## config.mk

```make
export PLATFORM = sky130hd
export DESIGN_NAME = tqvp_reg_arbiter
export DESIGN_NICKNAME = d
export VERILOG_FILES = /design/src/rtl/tqvp_reg_arbiter.sv
export SDC_FILE = /design/constraint.sdc
export NUM_CORES = 1
export LEC_CHECK = 0
export CORE_MARGIN = 4
export CORE_UTILIZATION = 35
export CTS_CLUSTER_SIZE = 25
export DETAILED_ROUTE_END_ITERATION = 16
export PLACE_DENSITY = 0.8
export SYNTH_ARGS = -nofsm -noshare
export SYNTH_HDL_FRONTEND = slang
export SYNTH_SLANG_ARGS = --single-unit
```

## constraint.sdc

```tcl
create_clock -name clk -period 1.8 [get_ports clk]
set_input_delay 0.18 -clock clk [delete_from_list [all_inputs] [get_ports clk]]
set_output_delay 0.18 -clock clk [all_outputs]
set_load 0.02 [all_outputs]
```

## src/rtl/tqvp_reg_arbiter.sv

```systemverilog
// Two-requester round-robin arbiter for the single peripheral register port.
// One transaction in flight; reads are width-masked and time out with an error.

module tqvp_reg_arbiter_rsp (
  input  logic        clk,
  input  logic        rst,
  input  logic        set,
  input  logic [31:0] rdata_in,
  input  logic        err_in,
  output logic        ack,
  output logic [31:0] rdata,
  output logic        err
);
  // rdata/err are sticky between this requester's own acks
  always_ff @(posedge clk) begin
    if (rst) begin
      ack   <= 1'b0;
      rdata <= '0;
      err   <= 1'b0;
    end else begin
      ack <= set;
      if (set) begin
        rdata <= rdata_in;
        err   <= err_in;
      end
    end
  end
endmodule

module tqvp_reg_arbiter #(
  parameter int ADDR_W  = 6,
  parameter int TIMEOUT = 64
) (
  input  logic              clk,
  input  logic              rst,
  input  logic              m0_req,
  input  logic              m0_rw,
  input  logic [1:0]        m0_txn,
  input  logic [ADDR_W-1:0] m0_addr,
  input  logic [31:0]       m0_wdata,
  output logic              m0_ack,
  output logic [31:0]       m0_rdata,
  output logic              m0_err,
  input  logic              m1_req,
  input  logic              m1_rw,
  input  logic [1:0]        m1_txn,
  input  logic [ADDR_W-1:0] m1_addr,
  input  logic [31:0]       m1_wdata,
  output logic              m1_ack,
  output logic [31:0]       m1_rdata,
  output logic              m1_err,
  output logic              busy,
  output logic [ADDR_W-1:0] address,
  output logic [31:0]       data_in,
  output logic [1:0]        data_write_n,
  output logic [1:0]        data_read_n,
  input  logic [31:0]       data_out,
  input  logic              data_ready
);
  localparam int NUM_REQ = 2;
  localparam int TW = (TIMEOUT > 2) ? $clog2(TIMEOUT) : 1;
  localparam logic [TW-1:0] T_LAST = TW'(TIMEOUT - 1);

  typedef enum logic [1:0] {IDLE, WRITE, READ, ACK} state_t;

  typedef struct packed {
    logic              rw;
    logic [1:0]        txn;
    logic [ADDR_W-1:0] addr;
    logic [31:0]       wdata;
  } req_t;

  function automatic logic [31:0] mask_rd(input logic [1:0] t, input logic [31:0] d);
    case (t)
      2'b00:   return {24'h0, d[7:0]};
      2'b01:   return {16'h0, d[15:0]};
      default: return d;
    endcase
  endfunction

  state_t state, state_n;
  logic   last_grant, last_n;
  logic   grant, grant_n;
  req_t   cur, cur_n;
  logic [TW-1:0] timer, timer_n;
  logic   busy_n;
  logic [1:0] wr_n, rd_n;
  logic [31:0] res_data;
  logic        res_err;
  logic [NUM_REQ-1:0] ack_set;
  logic [NUM_REQ-1:0] req;
  req_t [NUM_REQ-1:0] rq;
  logic g;

  always_comb begin
    req   = {m1_req, m0_req};
    rq[0] = {m0_rw, m0_txn, m0_addr, m0_wdata};
    rq[1] = {m1_rw, m1_txn, m1_addr, m1_wdata};
  end

  always_comb begin
    state_n  = state;
    last_n   = last_grant;
    grant_n  = grant;
    cur_n    = cur;
    timer_n  = timer;
    res_data = '0;
    res_err  = 1'b0;
    ack_set  = '0;
    g        = 1'b0;
    case (state)
      IDLE: begin
        if (|req) begin
          // on a tie, the requester that did not win last time goes first
          g       = (req[0] && req[1]) ? ~last_grant : req[1];
          grant_n = g;
          last_n  = g;
          cur_n   = rq[g];
          timer_n = '0;
          if (rq[g].txn == 2'b11) begin
            state_n    = ACK;
            res_err    = 1'b1;
            ack_set[g] = 1'b1;
          end else begin
            state_n = rq[g].rw ? WRITE : READ;
          end
        end
      end
      WRITE: begin
        state_n        = ACK;
        ack_set[grant] = 1'b1;
      end
      READ: begin
        if (data_ready) begin
          state_n        = ACK;
          res_data       = mask_rd(cur.txn, data_out);
          ack_set[grant] = 1'b1;
        end else if (timer == T_LAST) begin
          state_n        = ACK;
          res_err        = 1'b1;
          ack_set[grant] = 1'b1;
        end else begin
          timer_n = timer + 1'b1;
        end
      end
      ACK: state_n = IDLE;
      default: state_n = IDLE;
    endcase
    // strobes follow the latched transaction, registered with the state
    wr_n   = (state_n == WRITE) ? cur_n.txn : 2'b11;
    rd_n   = (state_n == READ)  ? cur_n.txn : 2'b11;
    busy_n = (state_n != IDLE);
  end

  always_ff @(posedge clk) begin
    if (rst) begin
      state        <= IDLE;
      last_grant   <= 1'b1;
      grant        <= 1'b0;
      cur          <= '0;
      timer        <= '0;
      busy         <= 1'b0;
      data_write_n <= 2'b11;
      data_read_n  <= 2'b11;
    end else begin
      state        <= state_n;
      last_grant   <= last_n;
      grant        <= grant_n;
      cur          <= cur_n;
      timer        <= timer_n;
      busy         <= busy_n;
      data_write_n <= wr_n;
      data_read_n  <= rd_n;
    end
  end

  assign address = cur.addr;
  assign data_in = cur.wdata;

  logic [NUM_REQ-1:0]       ack;
  logic [NUM_REQ-1:0][31:0] rdata;
  logic [NUM_REQ-1:0]       err;

  for (genvar i = 0; i < NUM_REQ; i++) begin : g_rsp
    tqvp_reg_arbiter_rsp u_rsp (
      .clk      (clk),
      .rst      (rst),
      .set      (ack_set[i]),
      .rdata_in (res_data),
      .err_in   (res_err),
      .ack      (ack[i]),
      .rdata    (rdata[i]),
      .err      (err[i])
    );
  end

  assign m0_ack   = ack[0];
  assign m0_rdata = rdata[0];
  assign m0_err   = err[0];
  assign m1_ack   = ack[1];
  assign m1_rdata = rdata[1];
  assign m1_err   = err[1];
endmodule
```

== After elaboration in Yosys (flattened, before gate mapping) ==
Index checks and enable logic that the tools add are counted.

* Bits in registers: 123

* $add $sub $neg: 1
* Order comparisons: 4
* Equality and inequality tests: 11
* Muxes and demuxes: 32
* Bitwise operators: 3
* Reduce and logical (&&, ||, !) cells: 12

{| class="wikitable"
|+ Operators by type and width
! kind !! count
|-
| 41-bit two-way mux || 2
|-
| 40-bit two-way mux || 2
|-
| 32-bit two-way mux || 2
|-
| 32-bit one-hot mux with 2 select lines || 1
|-
| 2-bit two-way mux || 9
|-
| 6-bit two-way mux || 3
|-
| 6-bit one-hot mux with 2 select lines || 1
|-
| 2-bit equality test, second input constant || 4
|-
| 2-bit one-hot mux with 4 select lines || 1
|-
| 1-bit two-way mux || 7
|-
| 6-bit by 1-bit adder with 6-bit output, second input constant || 1
|-
| 2-bit by 1-bit equality test with 1-bit output, second input constant || 3
|-
| 6-bit equality test, second input constant || 1
|-
| 2-bit inequality test, second input constant || 3
|-
| 2-bit one-hot mux with 3 select lines || 1
|-
| 2-bit OR reduction || 3
|-
| 2-bit logical NOT || 2
|-
| 1-bit by 2-bit < comparator with 1-bit output, second input constant || 2
|-
| 4-bit AND reduction || 1
|-
| 2-bit nonzero test || 2
|-
| 1-bit logical AND || 3
|-
| 1-bit inverter || 3
|-
| 1-bit demux with 1-bit select || 2
|-
| 1-bit greater-or-equal comparator, second input constant || 2
|-
| 2 further kinds || 2
|}

== Depth between registers and ports, before layout ==
Gate-level depths: netlist (run 1).

* Depth after elaboration: 11
* Gate-level depth with buffers: 8
* Gate-level depth less buffers: 6

== By module ==
A second synthesis (run 1) with hierarchy kept.

* Cell total of the unflattened synthesis: 568
* Area total of the unflattened synthesis: 5535.3 µm²

{| class="wikitable"
|+ Modules (own cells, without submodules)
! module !! times used !! cells an instance !! area each (µm²) !! sequential area each (µm²)
|-
| tqvp_reg_arbiter || 1 || 350 || 3075.4 || 1101.1
|-
| tqvp_reg_arbiter_rsp || 2 || 109 || 1229.9 || 680.7
|}

== Worst setup path after synthesis (run 1) ==
No wires, ideal clock.

* Path type: reg-to-reg
* From: register state[0]
* To: register g_rsp[0].u_rsp.rdata[0]
* Arrival time: 1.742 ns
* Required time: 1.728 ns
* Slack: -0.014 ns
* Stages on the path, launching flop included: 8
* Buffers on the path: 1
* Period minus slack after synthesis: 1.814 ns
* Cell sequence: dfxtp_1 > inv_1 > ha_1 > nand3_1 > nor3_1 > o31ai_2 > buf_4 > mux2i_1

* Cells in the longest elaborated chain, start to end: 2

{| class="wikitable"
|+ RTL lines
! element !! RTL line !! RTL
|-
| from (decl) || 81 || <nowiki>state_t state, state_n;</nowiki>
|-
| from (signal assigned) || 166 || <nowiki>state <= state_n;</nowiki>
|-
| 2-bit equality test, or another cell as far along || 111 || <nowiki>case (state)</nowiki>
|-
| 2-bit one-hot mux with 3 select lines or 32-bit two-way mux (tied branches) || 111 ||
|-
| to (signal assigned) || 23 || <nowiki>rdata <= rdata_in;</nowiki>
|-
| to (decl) || 11 || <nowiki>output logic [31:0] rdata,</nowiki>
|}

Parallel ways exist; a longest one is shown, timed or not.
A chain may end at the register's enable or synchronous reset.

== Worst setup path in the final report (run 1) ==
* From: register state[1]
* To: register g_rsp[0].u_rsp.rdata[24]

The elaborated chain is that of the path after synthesis.

==> qor.yml, run 1 <==
worst_setup_path:
  required_ns: 2.13
  r2r_cells: 10
  end_kind: "flip-flop"
  setup.worst_path.start_class: "flip-flop"
  critical_path.max_fanout: 14
  critPathArrivalTime_ns: 2.06
  worstSetupPathType: "flip-flop to flip-flop"
placement:
  gp_congestion: 0.7656
  hpwl_um: 11150
  io_buffers: 229
  placedCellCount: 987
drt:
  wire_per_inst_um: 15.72
  via_count: 4844
  viasPerCell: 4.712
  drt-pass1-iter-count: 4
  drc: 0
  wl_um: 16160
  drt_first_iter_violations: 149
  antenna_left: 0
global_route:
  grt_pass1_wl_um: 24830
  gr-total-overflow: 0
  grt_use_total: 0.1725
  antenna_found_initial: 0
  grt_pass1_vias: 4812
  grt_max_degree: 82
logic_synthesis:
  netlist_top_cells_count: "dfxtp_1, mux2i_1, nand2b_1"
  synth_seq_cells: 123
  yosys.area.top_type_share: 0.4367
  syn_nets: 700
  netlist_area_mm2: 0.005639
  synth_edf_count: 0
  async_reset_ff_frac: 0
  seq_area_frac_synth: 0.4367
  syn_avg_cell_area_um2: 9.790
  yosys-top-cells-area: "dfxtp_1, mux2i_1, nand2b_1, buf_4, a211oi_1"
  syn-instance-count: 576
  ys_warn_count: 0
  ys_types: 49
  synth_top_cell_by_area: "dfxtp_1"
  synth_ff_type: "dfxtp_1"
  yosysMostFrequentCell: "dfxtp_1"
layout:
  final_util: 0.5703
  drive_gt1_frac: 0.1342
  fin_cells: 1028
  syn_to_final_growth_pct: 60.06
  diodes: 0
  nets: 923
sta:
  max_freq_ghz: 0.5811
  setup_violations: 0
  period_share: 0.9560
  fin_crit_ns: 1.721
  worst_pin_slew_ns: 0.3955
  hold_viol: 0
  drv_slew: 0
  whs_ns: 0.09651
  skew_ns: 0.005895
  relSlewSlack: 0.7329
hold_path:
  hp-class: "input pin to flip-flop"
  hold_depth: 2
cts:
  cts_sinks: 123
  clock_latency_ns: 0.41
  htreeDepth: 4
  cts-buffers-inserted: 17
  cts_buffer_depth: 2
  cts_tree: "built"
  clockRootBuffer: "clkbuf_16"
  path_clk_slew_ns: 0.06
flow_run:
  maxCapViolations: 0
floorplanning:
  num_rows: 46
  io_pins: 230
  core_region_area_mm2: 0.01583
  die_area_mm2: 0.01821
  initial_core_util: 0.3563
  die_x_um: 134.9
  die_h_um: 134.9
pwr:
  cellPowerDensity_mw_per_mm2: 1332
  peakVddDrop_mv: 0.6680
  leakagePower_uw: 0.003750
outcome:
  outcome: "finished clean"
[final timing paths]
check,start,endpoint,slack [ns]
worst max-delay path,state[1],g_rsp[0].u_rsp.rdata[24],0.08
worst min-delay path,rst,timer[1],0.1
worst max register to register,state[1],g_rsp[0].u_rsp.rdata[24],0.08
worst min register to register,g_rsp[1].u_rsp.rdata[29],g_rsp[1].u_rsp.rdata[29],0.47
[repair_timing]
action,in CTS,in global routing
resized for setup,13,19
pin swaps,1,3
buffers inserted,2,2
hold buffers,0,0
cloned,3,3
setup endpoints to repair,111,111
[critical path: stages (launching register included)]
cell and delay, ns:
dfxtp_2 0.33, inv_2 0.05, buf_4 0.13, ha_2 0.16, inv_2 0.07, buf_6 0.10
a21oi_4 0.06, o31ai_4 0.22, buf_6 0.14, buf_12 0.16, mux2i_2 0.21
[cells in the final DEF, fill, tap and decap left out, types with 2 or more instances in the layout]
master / instances
a211oi_1: 38
a21oi_1: 7
a22oi_1: 2
a31oi_1: 2
buf_12: 5
buf_16: 3
buf_4: 35
buf_6: 5
bufinv_16: 3
clkbuf_16: 20
clkdlybuf4s50_1: 228
clkinv_4: 2
clkinvlp_4: 5
dfxtp_1: 121
ha_1: 2
ha_4: 2
inv_1: 8
inv_2: 2
inv_6: 2
mux2i_1: 101
mux2i_2: 2
nand2_1: 30
nand2b_1: 67
nand3_1: 5
nand3b_1: 9
nand4bb_1: 4
nor2_1: 45
nor3_1: 3
nor3_2: 2
o211ai_1: 3
o21ai_0: 5
o31ai_1: 2
o31ai_4: 2
or3_1: 6
[layout make-up]
type	count	area, µm²
fill	1357	6802
multi-input combinational	366	2743
sequential	123	2467
timing repair buffer	280	2892
inverter	11	43.79
clock buffer	19	442.9
tap	216	270.3
clock inverter	13	167.7
[layer usage]
layer / track usage / wire, µm / part of all wire / up-vias
li1: - / - / - / 2414
met1: 0.1965 / 6520 / 0.40 / 2223
met2: 0.2902 / 7831 / 0.48 / 194
met3: 0.07675 / 1651 / 0.10 / 13
met4: 0.05599 / 158 / 0.0098 / 0
met5: 0 / 0 / 0 / -
[metrics by stage]
step,worst slack [ns],setup TNS [ns],cell area (µm²),power [µW]
final,0.07913,0,9026,12030
after detailed placement,-0.2074,-13.36,8124,7904
after floorplan,0.002459,0,5642,6397
after CTS,-0.03738,-0.7839,8884,11880
after global routing,-0.02428,-0.09662,9026,12680
after global placement,-0.1338,-9.076,8124,7843
[registers in the layout, indices dropped and copies added, names as in the netlist]
register and cells:
last_grant 1, g_rsp.u_rsp.ack 2, data_in 32, busy 1
g_rsp.u_rsp.err 2, state 2, data_read_n 2, data_write_n 2
cur 2, timer 6, address 6, grant 1
g_rsp.u_rsp.rdata 64
[logic make-up (layout without fill, tap and decap cells)]
| family | Yosys count | in the layout | share of synthesized area |
|---|---|---|---|
| simple gates | 181 | 181 | 0.1722 |
| flops | 123 | 123 | 0.4367 |
| mux | 104 | 104 | 0.1855 |
| buf+inv | 87 | 323 | 0.09208 |
| compound gates | 76 | 76 | 0.1025 |
| fa+ha+maj | 5 | 5 | 0.01109 |
[power by group]
part / internal (µW) / total, µW / switching (µW)
combinational: 2640 / 5080 / 2440
clock: 2220 / 3490 / 1270
sequential: 3190 / 3450 / 262
total: 8060 / 12000 / 3970
Note: power is estimated with default switching activity, not from simulation.
==> run 2, diff against run 1 <==
--- a/config.mk
+++ b/config.mk
@@ -9,7 +9,7 @@
 export CORE_UTILIZATION = 35
 export CTS_CLUSTER_SIZE = 25
 export DETAILED_ROUTE_END_ITERATION = 16
-export PLACE_DENSITY = 0.8
+export PLACE_DENSITY_LB_ADDON = 0.05
 export SYNTH_ARGS = -nofsm -noshare
 export SYNTH_HDL_FRONTEND = slang
 export SYNTH_SLANG_ARGS = --single-unit
==> qor.yml, run 2 (same netlist as run 1, synthesis figures left out) <==
layout:
  final_cell_area_mm2: 0.009148  # was 0.009026 mm²
  syn_to_final_growth_pct: 62.21  # was 60.06%
  final_util: 0.5779  # was 0.5703
  final_cell_mix: "clkdlybuf4s50_1, dfxtp_1, mux2i_1"  # unchanged
  final_common_cell: "clkdlybuf4s50_1"  # unchanged
  diodes: 0  # unchanged
  largest_reg_flops: 64  # unchanged
  regMostFlops: "g_rsp.u_rsp.rdata"  # unchanged
  drive_gt1_frac: 0.1430  # was 0.1342
  final.fill_count: 1306  # was 1357
  nets: 929  # was 923
  fin_cells: 1034  # was 1028
sta:
  fin_tns_setup_ns: 0  # unchanged
  hold_viol: 0  # unchanged
  period_share: 0.9632  # was 0.9560
  grt_setup_unrepaired: "true"
  worst_pin_slew_ns: 0.4068  # was 0.3955 ns
  skew_ns: 0.008938  # was 0.005895 ns
  fin_crit_ns: 1.734  # was 1.721 ns
  setup_violations: 0  # unchanged
  drv_slew: 0  # unchanged
  max_freq_ghz: 0.5768  # was 0.5811 GHz
  relSlewSlack: 0.7288  # was 0.7329
  whs_ns: 0.1298  # was 0.09651 ns
hold_path:
  hold_depth: 2  # unchanged
  hp-class: "input pin to flip-flop"  # unchanged
  hold_end: "cur[39]"  # was timer[1]
  min_from: "rst"  # unchanged
cts:
  cts_sinks: 123  # unchanged
  postCtsHoldBufs: 0  # unchanged
  cts-buffers-inserted: 17  # unchanged
  htreeDepth: 4  # unchanged
  path_clk_slew_ns: 0.06  # about the same
  clockRootBuffer: "clkbuf_16"  # unchanged
  cts_tree: "built"  # unchanged
  cts_buffer_depth: 2  # unchanged
  clock_latency_ns: 0.41  # about the same
placement:
  gp_congestion: 0.8044  # was 0.7656
  hpwl_um: 11690  # was 11150 µm
  io_buffers: 229  # unchanged
  placed_area_mm2: 0.008144  # was 0.008124 mm²
  placedCellCount: 988  # was 987
drt:
  wl_um: 16820  # was 16160 µm
  viasPerCell: 4.718  # was 4.712
  drc: 0  # unchanged
  drt_first_iter_violations: 201  # was 149
  drt-pass1-iter-count: 5  # was 4
  antenna_left: 0  # unchanged
  via_count: 4878  # was 4844
  wire_per_inst_um: 16.27  # was 15.72 µm
worst_setup_path:
  critPathLaunch: "state[1]"  # unchanged
  r2r_cells: 8  # was 10
  end_kind: "flip-flop"  # unchanged
  reg2reg_from: "state[1]"  # unchanged
  critPathArrivalTime_ns: 2.07  # was 2.06 ns
  max_stage_delay_ns: 0.38  # was 0.33 ns
  crit_slowest_cell: "dfxtp_4"  # was dfxtp_2
  setup.worst_path.start_class: "flip-flop"  # unchanged
  required_ns: 2.13  # about the same
  worstSetupPathType: "flip-flop to flip-flop"  # unchanged
  worstReg2RegEnd: "timer[3]"  # was g_rsp[0].u_rsp.rdata[24]
  r2r_slack_ns: 0.07  # was 0.08 ns
  cpLargestDelayFamily: "simple AND/OR/NAND/NOR gates"  # was buffers and inverters
  path_cells: "inv_4, ha_4, buf_4, nor2b_2, o221ai_2, buf_4, or3_4, a21oi_2"  # was inv_2, buf_4, ha_2, inv_2, buf_6, a21oi_4, o31ai_4, buf_6, buf_12, mux2i_2
  critical_path.max_fanout: 9  # was 14
  critPathMostFrequentCell: "buf_4"
  cp_num_buf_inv: 3  # was 6
global_route:
  grt_pass1_wl_um: 25720  # was 24830 µm
  grt_pass1_vias: 5023  # was 4812
  grt_use_total: 0.1776  # was 0.1725
  grt_max_degree: 69  # was 82
  antenna_found_initial: 0  # unchanged
  gr-total-overflow: 0  # unchanged
floorplanning:
  core_region_area_mm2: 0.01583  # unchanged
  initial_core_util: 0.3563  # unchanged
  die_area_mm2: 0.01821  # unchanged
  num_rows: 46  # unchanged
  die_x_um: 134.9  # unchanged
  io_pins: 230  # unchanged
  die_h_um: 134.9  # unchanged
pwr:
  cellPowerDensity_mw_per_mm2: 1333  # was 1332 mW/mm²
  p_clk_frac: 0.285  # was 0.290
  leakagePower_uw: 0.003805  # was 0.003750 µW
  internal_power_uw: 8160  # was 8057 µW
  peakVddDrop_mv: 0.6919  # was 0.6680 mV
  p_sw_uw: 4036  # was 3970 µW
  p_seq_frac: 0.283  # was 0.287
  swShare: 0.3309  # was 0.3301
  combinationalPowerShare: 0.433  # was 0.423
flow_run:
  maxCapViolations: 0  # unchanged
outcome:
  outcome: "finished clean"  # unchanged
[run 2: area by class of cell]
class | count | area [µm²] | area share
Clock buffer | 22 | 464.2 | 0.05075
Clock inverter | 10 | 141.4 | 0.01546
Inverter | 11 | 48.80 | 0.005334
Multi-Input combinational cell | 366 | 2801 | 0.3063
Sequential cell | 123 | 2467 | 0.2697
Tap cell | 216 | 270.3 | 0.02954
Timing Repair Buffer | 286 | 2954 | 0.3229
[run 2: per-layer routing]
layer  up-vias  wire length, µm  GRT usage  share of wire
met1      2244             6935     0.2114           0.41
met2       193             8328     0.2993           0.50
li1       2423                -          -              -
met4         0              229    0.06551          0.014
met3        18             1329    0.05849          0.079
met5         -                0          0              0
[run 2: per-stage QoR]
step           total power (µW)  setup slack (ns)
2_1_floorplan              6397          0.002459
3_3_place_gp               7900           -0.1700
3_5_place_dp               7950           -0.2681
4_1_cts                   11890           0.02758
5_1_grt                   12840          -0.04137
6_report                  12200           0.06615
[run 2: power groups by stage]
| stage | clock, µW | combinational (µW) | sequential, µW |
|---|---|---|---|
| final | 3470 | 5280 | 3450 |
| after global routing | 3670 | 5660 | 3510 |
| after CTS | 3550 | 4900 | 3450 |
| after detailed placement | 0 | 4480 | 3470 |
| after global placement | 0 | 4450 | 3450 |
| after floorplan | 0 | 2870 | 3520 |
[run 2: how the worst max path moves through the flow]
| stage | endpoint | slack, ns | cells after the start |
|---|---|---|---|
| 2_1_floorplan | g_rsp[0].u_rsp.rdata[0] | 0.002 | 7 |
| 3_3_place_gp | g_rsp[0].u_rsp.rdata[2] | -0.17 | 7 |
| 3_5_place_dp | g_rsp[0].u_rsp.rdata[13] | -0.27 | 7 |
| 4_1_cts | g_rsp[0].u_rsp.rdata[11] | 0.03 | 7 |
| 5_1_grt | timer[5] | -0.04 | 9 |
| 6_report | timer[3] | 0.07 | 8 |
[run 2: timing repair]
action	4_1_cts	5_1_grt
resized for setup	23	21
endpoints found under the setup margin	91	70
pin swaps	3	6
buffers inserted	4	4
gates cloned	3	4
==> run 3, diff against run 2 <==
--- a/config.mk
+++ b/config.mk
@@ -9,6 +9,7 @@
 export CORE_UTILIZATION = 35
 export CTS_CLUSTER_SIZE = 25
 export DETAILED_ROUTE_END_ITERATION = 16
+export HOLD_SLACK_MARGIN = 0.06
 export PLACE_DENSITY_LB_ADDON = 0.05
 export SYNTH_ARGS = -nofsm -noshare
 export SYNTH_HDL_FRONTEND = slang
==> results of run 3 <==
Same layout as run 2: the final DEF is identical, and so are final timing and power.
